File: config.mk
export PLATFORM = sky130hd
export DESIGN_NAME = axi4l_to_core_bridge_flat
export DESIGN_NICKNAME = d
export VERILOG_FILES = /design/src/rtl/axi4l_to_core_bridge_if.sv /design/src/rtl/axi4l_to_core_bridge.sv /design/src/flat_wrapper.sv
export SDC_FILE = /design/constraint.sdc
export NUM_CORES = 1
export LEC_CHECK = 0
export CORE_UTILIZATION = 40
export CTS_BUF_LIST = sky130_fd_sc_hd__clkbuf_4 sky130_fd_sc_hd__clkbuf_8 sky130_fd_sc_hd__clkbuf_16
export DETAILED_ROUTE_END_ITERATION = 10
export GPL_ROUTABILITY_DRIVEN = 0
export PLACE_DENSITY = 0.95
export SKIP_LAST_GASP = 1
export SYNTH_ARGS = -nofsm -noshare
export SYNTH_HDL_FRONTEND = slang
export SYNTH_SLANG_ARGS = --single-unit
File: constraint.sdc
create_clock -name axi_aclk -period 3.35 [get_ports axi_aclk]
set_input_delay 0.67 -clock axi_aclk [delete_from_list [all_inputs] [get_ports axi_aclk]]
set_output_delay 0.67 -clock axi_aclk [all_outputs]
set_load 0.005 [all_outputs]
File: src/rtl/axi4l_to_core_bridge_if.sv
// AXI4-Lite slave-side and Ibex-style core-side bus bundles used by the bridge.
interface axi4l_if;
   logic        aclk;
   logic        aresetn;
   logic [31:0] awaddr;
   logic [2:0]  awprot;
   logic        awvalid;
   logic        awready;
   logic [31:0] wdata;
   logic [3:0]  wstrb;
   logic        wvalid;
   logic        wready;
   logic        bvalid;
   logic        bready;
   logic [1:0]  bresp;
   logic [31:0] araddr;
   logic [2:0]  arprot;
   logic        arvalid;
   logic        arready;
   logic        rvalid;
   logic        rready;
   logic [31:0] rdata;
   logic [1:0]  rresp;

   modport slave (
      input  aclk, aresetn, awaddr, awprot, awvalid, wdata, wstrb, wvalid,
             bready, araddr, arprot, arvalid, rready,
      output awready, wready, bvalid, bresp, arready, rvalid, rdata, rresp
   );
endinterface

interface core_if;
   logic        clk;
   logic        rst_n;
   logic        req;
   logic        gnt;
   logic [31:0] addr;
   logic        we;
   logic [3:0]  be;
   logic [31:0] wdata;
   logic        rvalid;
   logic [31:0] rdata;
   logic        err;

   modport master (
      output clk, rst_n, req, addr, we, be, wdata,
      input  gnt, rvalid, rdata, err
   );
endinterface

File: src/rtl/axi4l_to_core_bridge.sv
// AXI4-Lite slave to core req/gnt/rvalid master; one transaction in flight, reads win ties.
// Handshakes: a transfer happens on a rising edge where valid and ready are both high.
module axi4l_to_core_bridge (
   axi4l_if.slave     axi,
   core_if.master     core,
   output logic [2:0] state_o
);

   typedef enum logic [2:0] {
      IDLE        = 3'd0,
      READ        = 3'd1,
      READ_WAIT0  = 3'd2,
      READ_WAIT1  = 3'd3,
      WRITE       = 3'd4,
      WRITE_WAIT0 = 3'd5,
      WRITE_WAIT1 = 3'd6
   } state_e;

   localparam logic [1:0] RESP_OKAY   = 2'b00;
   localparam logic [1:0] RESP_SLVERR = 2'b10;

   state_e      state_q, state_d;
   logic [31:0] addr_q, addr_d;
   logic [31:0] wdata_q, wdata_d;
   logic [3:0]  be_q, be_d;
   logic [31:0] rdata_q, rdata_d;
   logic [1:0]  rresp_q, rresp_d;
   logic [1:0]  bresp_q, bresp_d;
   logic        ar_rdy;
   logic        aw_rdy;
   logic        unused_prot;

   assign unused_prot = ^{axi.awprot, axi.arprot};

   always_ff @(posedge axi.aclk) begin
      if (!axi.aresetn) begin
         state_q <= IDLE;
         addr_q  <= '0;
         wdata_q <= '0;
         be_q    <= '0;
         rdata_q <= '0;
         rresp_q <= '0;
         bresp_q <= '0;
      end else begin
         state_q <= state_d;
         addr_q  <= addr_d;
         wdata_q <= wdata_d;
         be_q    <= be_d;
         rdata_q <= rdata_d;
         rresp_q <= rresp_d;
         bresp_q <= bresp_d;
      end
   end

   always_comb begin
      state_d = state_q;
      addr_d  = addr_q;
      wdata_d = wdata_q;
      be_d    = be_q;
      rdata_d = rdata_q;
      rresp_d = rresp_q;
      bresp_d = bresp_q;
      ar_rdy  = 1'b0;
      aw_rdy  = 1'b0;
      case (state_q)
         IDLE: begin
            if (axi.arvalid) begin
               addr_d  = axi.araddr;
               be_d    = 4'hF;
               state_d = READ;
            end else if (axi.awvalid && axi.wvalid) begin
               addr_d  = axi.awaddr;
               wdata_d = axi.wdata;
               be_d    = axi.wstrb;
               state_d = WRITE;
            end
         end
         READ: begin
            // AR completes in the grant cycle, so the master sees the core's acceptance directly.
            ar_rdy = core.gnt;
            if (core.gnt) state_d = READ_WAIT0;
         end
         READ_WAIT0: begin
            if (core.rvalid) begin
               rdata_d = core.rdata;
               rresp_d = core.err ? RESP_SLVERR : RESP_OKAY;
               state_d = READ_WAIT1;
            end
         end
         READ_WAIT1: begin
            if (axi.rready) state_d = IDLE;
         end
         WRITE: begin
            aw_rdy = core.gnt;
            if (core.gnt) state_d = WRITE_WAIT0;
         end
         WRITE_WAIT0: begin
            if (core.rvalid) begin
               bresp_d = core.err ? RESP_SLVERR : RESP_OKAY;
               state_d = WRITE_WAIT1;
            end
         end
         WRITE_WAIT1: begin
            if (axi.bready) state_d = IDLE;
         end
         default: state_d = IDLE;
      endcase
   end

   assign core.clk   = axi.aclk;
   assign core.rst_n = axi.aresetn;
   assign core.req   = (state_q == READ) || (state_q == WRITE);
   assign core.we    = (state_q == WRITE);
   assign core.addr  = addr_q;
   assign core.be    = be_q;
   assign core.wdata = wdata_q;

   assign axi.arready = ar_rdy;
   assign axi.awready = aw_rdy;
   assign axi.wready  = aw_rdy;
   assign axi.rvalid  = (state_q == READ_WAIT1);
   assign axi.rdata   = rdata_q;
   assign axi.rresp   = rresp_q;
   assign axi.bvalid  = (state_q == WRITE_WAIT1);
   assign axi.bresp   = bresp_q;

   assign state_o = state_q;

endmodule

File: src/flat_wrapper.sv
// flat-port wrapper written by rule: the top's interface ports become plain ports
module axi4l_to_core_bridge_flat 
  (state_o, axi_aclk, axi_aresetn, axi_awaddr, axi_awprot, axi_awvalid, axi_wdata, axi_wstrb, axi_wvalid, axi_bready, axi_araddr, axi_arprot, axi_arvalid, axi_rready, axi_awready, axi_wready, axi_bvalid, axi_bresp, axi_arready, axi_rvalid, axi_rdata, axi_rresp, core_clk, core_rst_n, core_req, core_addr, core_we, core_be, core_wdata, core_gnt, core_rvalid, core_rdata, core_err);
  axi4l_if axi_i ();
  core_if core_i ();
  output logic [2:0] state_o;
  input wire logic [$bits(axi_i.aclk)-1:0] axi_aclk;
  input wire logic [$bits(axi_i.aresetn)-1:0] axi_aresetn;
  input wire logic [$bits(axi_i.awaddr)-1:0] axi_awaddr;
  input wire logic [$bits(axi_i.awprot)-1:0] axi_awprot;
  input wire logic [$bits(axi_i.awvalid)-1:0] axi_awvalid;
  input wire logic [$bits(axi_i.wdata)-1:0] axi_wdata;
  input wire logic [$bits(axi_i.wstrb)-1:0] axi_wstrb;
  input wire logic [$bits(axi_i.wvalid)-1:0] axi_wvalid;
  input wire logic [$bits(axi_i.bready)-1:0] axi_bready;
  input wire logic [$bits(axi_i.araddr)-1:0] axi_araddr;
  input wire logic [$bits(axi_i.arprot)-1:0] axi_arprot;
  input wire logic [$bits(axi_i.arvalid)-1:0] axi_arvalid;
  input wire logic [$bits(axi_i.rready)-1:0] axi_rready;
  output wire logic [$bits(axi_i.awready)-1:0] axi_awready;
  output wire logic [$bits(axi_i.wready)-1:0] axi_wready;
  output wire logic [$bits(axi_i.bvalid)-1:0] axi_bvalid;
  output wire logic [$bits(axi_i.bresp)-1:0] axi_bresp;
  output wire logic [$bits(axi_i.arready)-1:0] axi_arready;
  output wire logic [$bits(axi_i.rvalid)-1:0] axi_rvalid;
  output wire logic [$bits(axi_i.rdata)-1:0] axi_rdata;
  output wire logic [$bits(axi_i.rresp)-1:0] axi_rresp;
  output wire logic [$bits(core_i.clk)-1:0] core_clk;
  output wire logic [$bits(core_i.rst_n)-1:0] core_rst_n;
  output wire logic [$bits(core_i.req)-1:0] core_req;
  output wire logic [$bits(core_i.addr)-1:0] core_addr;
  output wire logic [$bits(core_i.we)-1:0] core_we;
  output wire logic [$bits(core_i.be)-1:0] core_be;
  output wire logic [$bits(core_i.wdata)-1:0] core_wdata;
  input wire logic [$bits(core_i.gnt)-1:0] core_gnt;
  input wire logic [$bits(core_i.rvalid)-1:0] core_rvalid;
  input wire logic [$bits(core_i.rdata)-1:0] core_rdata;
  input wire logic [$bits(core_i.err)-1:0] core_err;
  assign axi_i.aclk = axi_aclk;
  assign axi_i.aresetn = axi_aresetn;
  assign axi_i.awaddr = axi_awaddr;
  assign axi_i.awprot = axi_awprot;
  assign axi_i.awvalid = axi_awvalid;
  assign axi_i.wdata = axi_wdata;
  assign axi_i.wstrb = axi_wstrb;
  assign axi_i.wvalid = axi_wvalid;
  assign axi_i.bready = axi_bready;
  assign axi_i.araddr = axi_araddr;
  assign axi_i.arprot = axi_arprot;
  assign axi_i.arvalid = axi_arvalid;
  assign axi_i.rready = axi_rready;
  assign axi_awready = axi_i.awready;
  assign axi_wready = axi_i.wready;
  assign axi_bvalid = axi_i.bvalid;
  assign axi_bresp = axi_i.bresp;
  assign axi_arready = axi_i.arready;
  assign axi_rvalid = axi_i.rvalid;
  assign axi_rdata = axi_i.rdata;
  assign axi_rresp = axi_i.rresp;
  assign core_clk = core_i.clk;
  assign core_rst_n = core_i.rst_n;
  assign core_req = core_i.req;
  assign core_addr = core_i.addr;
  assign core_we = core_i.we;
  assign core_be = core_i.be;
  assign core_wdata = core_i.wdata;
  assign core_i.gnt = core_gnt;
  assign core_i.rvalid = core_rvalid;
  assign core_i.rdata = core_rdata;
  assign core_i.err = core_err;
  axi4l_to_core_bridge u_core (.axi(axi_i), .core(core_i), .state_o(state_o));
endmodule
---- Word level (Yosys, flattened, before mapping) ----
Cells that the tools add are included.
operators by class
  equality and inequality tests ........... 13
  multiplexer cells ....................... 16
  bitwise logic cells ..................... 1
  reductions and logical operators ........ 9
operators with widths
  cell                  count
  $mux W32              2
  $mux W3               8
  $pmux W3 S7           1
  $ne A2 B2 Y1 const B  5
  $eq A3 B3 Y1 const B  3
  $mux W4               2
  $reduce_and A7 Y1     1
  $eq A3 B2 Y1 const B  2
  $reduce_and A2 Y1     3
  $eq A3 B1 Y1 const B  1
  $logic_not A3 Y1      1
  $ne A3 B2 Y1 const B  1
  $reduce_and A3 Y1     1
  $mux W1               2
  $mux W2               1
  $ne A2 B1 Y1 const B  1
  $reduce_bool A2 Y1    1
  $logic_and A1 B1 Y1   1
  $logic_or A1 B1 Y1    1
  $not A1 Y1            1
word-level totals
  flip-flop bits (word level) ............. 107
  bits of input ports ..................... 148
  output and inout port bits .............. 116
  logic and storage cells ................. 46

---- Depth between registers and ports, before layout ----
  depth after elaboration ................. 4
  depth in mapped cells ................... 7
  depth with buffers taken out ............ 4

==> results.cfg <==
[setup_path]
slowest_stage = clkdlybuf4s50_1
r2r_cells = 4
slowest_delay_ps = 430
crit_fanout = 2
critPathLaunchType = clock port
worstPathCellList = clkbuf_8, clkbuf_8, clkdlybuf4s50_1
arrival_ps = 2330
reg2reg_slack_ps = 1330
crit_path_end_kind = output port
r2r_start = u_core.state_o[0]
path_common_cell = clkbuf_8
worstSetupPathType = clk -> out
required_ps = 2680
timing.rr.end = u_core.state_o[0]

[clocking]
cts_resized = 0
clock_latency_ps = 450
postCtsSetupBuffers = 0
cts_tree = yes
cts_hold_buf = 0
path_clk_slew_ps = 100

[detailed_routing]
dr_total_vias = 4271
drtAntennaViolNets = 0
viasPerCell = 4.95
drc = 0
drt_iter0_markers = 252
wl_um = 12500
dr.pass1.iters = 6
detail_route.wl_per_cell_um = 14.5

[grt]
grtUsageTotal_pct = 21.4
gr-total-overflow = 0
grt_pass1_wl_um = 19200
grt_max_degree = 106
grt_antenna_before_repair = 0
grt_pass1_vias = 4116

[placed_design]
portBuffers = 255
hpwl_um = 9220
place_area_um2 = 6930
dp.cells = 844

[power_and_ir_drop]
p_leak_nw = 2.93
irDropWorstVdd_uv = 251
powerDensity_nw_per_um2 = 419

[layout]
multiInputGateArea_um2 = 2060
antenna_cells = 0
regArea_um2 = 2100
syn_to_final_growth_pct = 64.1
instances_no_fill = 863
finish.instance_area_um2 = 7170
n_fill_cell = 784
fin_nets = 870
final_layout_size_suffix_gt1_share_pct = 4.40

[floorplanning]
die_width_um = 107
dieArea_um2 = 11300
core-area_um2 = 10500
io_pins = 264
die_h_um = 107
rows = 37
start_util_pct = 41.8

[yosys]
synth-edff-count = 0
synth_seq_area_share_pct = 48.1
synth_area_per_cell_um2 = 8.92
synth_seq_cells = 105
async_flop_share_pct = 0
synth_common_cells = nand2_1 (168), dfxtp_1 (105), a21boi_0 (49)
synthMostInstantiatedCell = nand2_1
syn_area_um2 = 4370
yosysUniqueCellTypes = 30
yosys-top-cells-area = dfxtp_1 (48%), nand2_1 (14%), a21boi_0 (8.4%), mux2i_1 (8.0%), o211a_1 (7.8%)
yosysWarnings = 0
synthFlopType = dfxtp_1
synthCells = 490
synth.largest_area_cell = dfxtp_1
synth_top_area_share_pct = 48.1

[timing]
tightest_slew_ps = 915
holdWs_ps = 456
final_hold_viol_count = 0
finalClockSkew_ps = 11.0
max-slew-margin-rel_pct = 39.0
setup_viol = 0
tns_ps = 0
finalMaxSlewViolations = 0
rsz0062_at_grt = no

[status]
status = finished, final reports clean

[hold_path]
hold_path.class = reg -> reg
hold_path.startpoint = u_core.axi.rdata[15]
worst_hold_path.num_cells = 2
worstHoldEndpoint = u_core.axi.rdata[15]

[job]
cap_violations = 0
state kept, by name, summed over array words and instances (netlist names):
signal             cells
u_core.axi.bresp       1
u_core.axi.rdata      32
u_core.axi.rresp       1
u_core.core.addr      32
u_core.core.be         4
u_core.core.wdata     32
u_core.state_o         3
metal layers:
| metal | global-route usage (%) | share of wire, % |
|---|---|---|
| met1 | 23.5 | 40 |
| met2 | 38.5 | 51 |
| met3 | 5.82 | 7.6 |
| met4 | 9.20 | 1.8 |
| met5 | 0 | 0 |
cell families (layout without fill, tap and decap cells):
group           Yosys count  in the layout  synth area share, %
simple gates            190            190                 17.1
compound gates          111            111                 21.0
flops                   105            105                 48.1
buf+inv                  47            283                 5.15
mux                      36             36                 8.53
other cells               1              2               0.0858
how the worst max path moves through the flow:
| stage | to | slack (ps) | start | depth (start not counted) |
|---|---|---|---|---|
| 3_5_place_dp | core_clk | 590 | axi_aclk | 1 |
| 2_1_floorplan | core_clk | 890 | axi_aclk | 1 |
| 6_report | core_clk | 350 | axi_aclk | 3 |
| 4_1_cts | core_clk | 340 | axi_aclk | 3 |
| 5_1_grt | core_clk | 340 | axi_aclk | 3 |
| 3_3_place_gp | core_clk | 590 | axi_aclk | 1 |
metrics by stage:
step	total power [mW]	utilization (%)	worst slack, ps
3_5_place_dp	2.16	66.2	591
6_report	3.00	68.5	347
2_1_floorplan	1.72	-	894
3_3_place_gp	2.13	66.2	591
5_1_grt	3.16	68.5	338
4_1_cts	3.04	68.5	342
report_power, final:
part	leakage (nW)	internal (mW)	switching (mW)
sequential	0.858	1.35	0.0671
clock	0.133	0.486	0.417
combinational	1.94	0.434	0.254
total	2.93	2.27	0.739
worst max-delay path, delay by kind of cell:
family                 cells  cell delay [ps]
buffers and inverters      3              660
layout by cell type (no fill, tap or decap), drive strengths merged:
cell,Yosys,final
a2111o,1,1
a2111oi,1,1
a21boi,67,67
a21oi,3,3
and3,2,2
buf,22,9
bufinv,0,1
clkbuf,23,16
clkdlybuf4s50,0,253
clkinv,0,2
conb,1,2
dfxtp,105,105
inv,2,2
mux2i,35,35
mux4,1,1
nand2,168,168
nand2b,1,1
nand3,2,2
nand4,1,1
nor2,10,10
nor2b,2,2
nor3,2,2
nor4,2,2
o2111ai,1,1
o211a,34,34
o21ai,2,2
o221a,2,2
layout make-up:
class,count,share of cell area [%]
clock buffers,17,2.95
inverters,2,0.105
repair buffers,261,36.0
multi-input cells,339,28.7
clock inverters,3,0.558
flip-flops and latches,105,29.3
well taps,136,2.37
No activity file was read; power rests on OpenSTA's default activity.
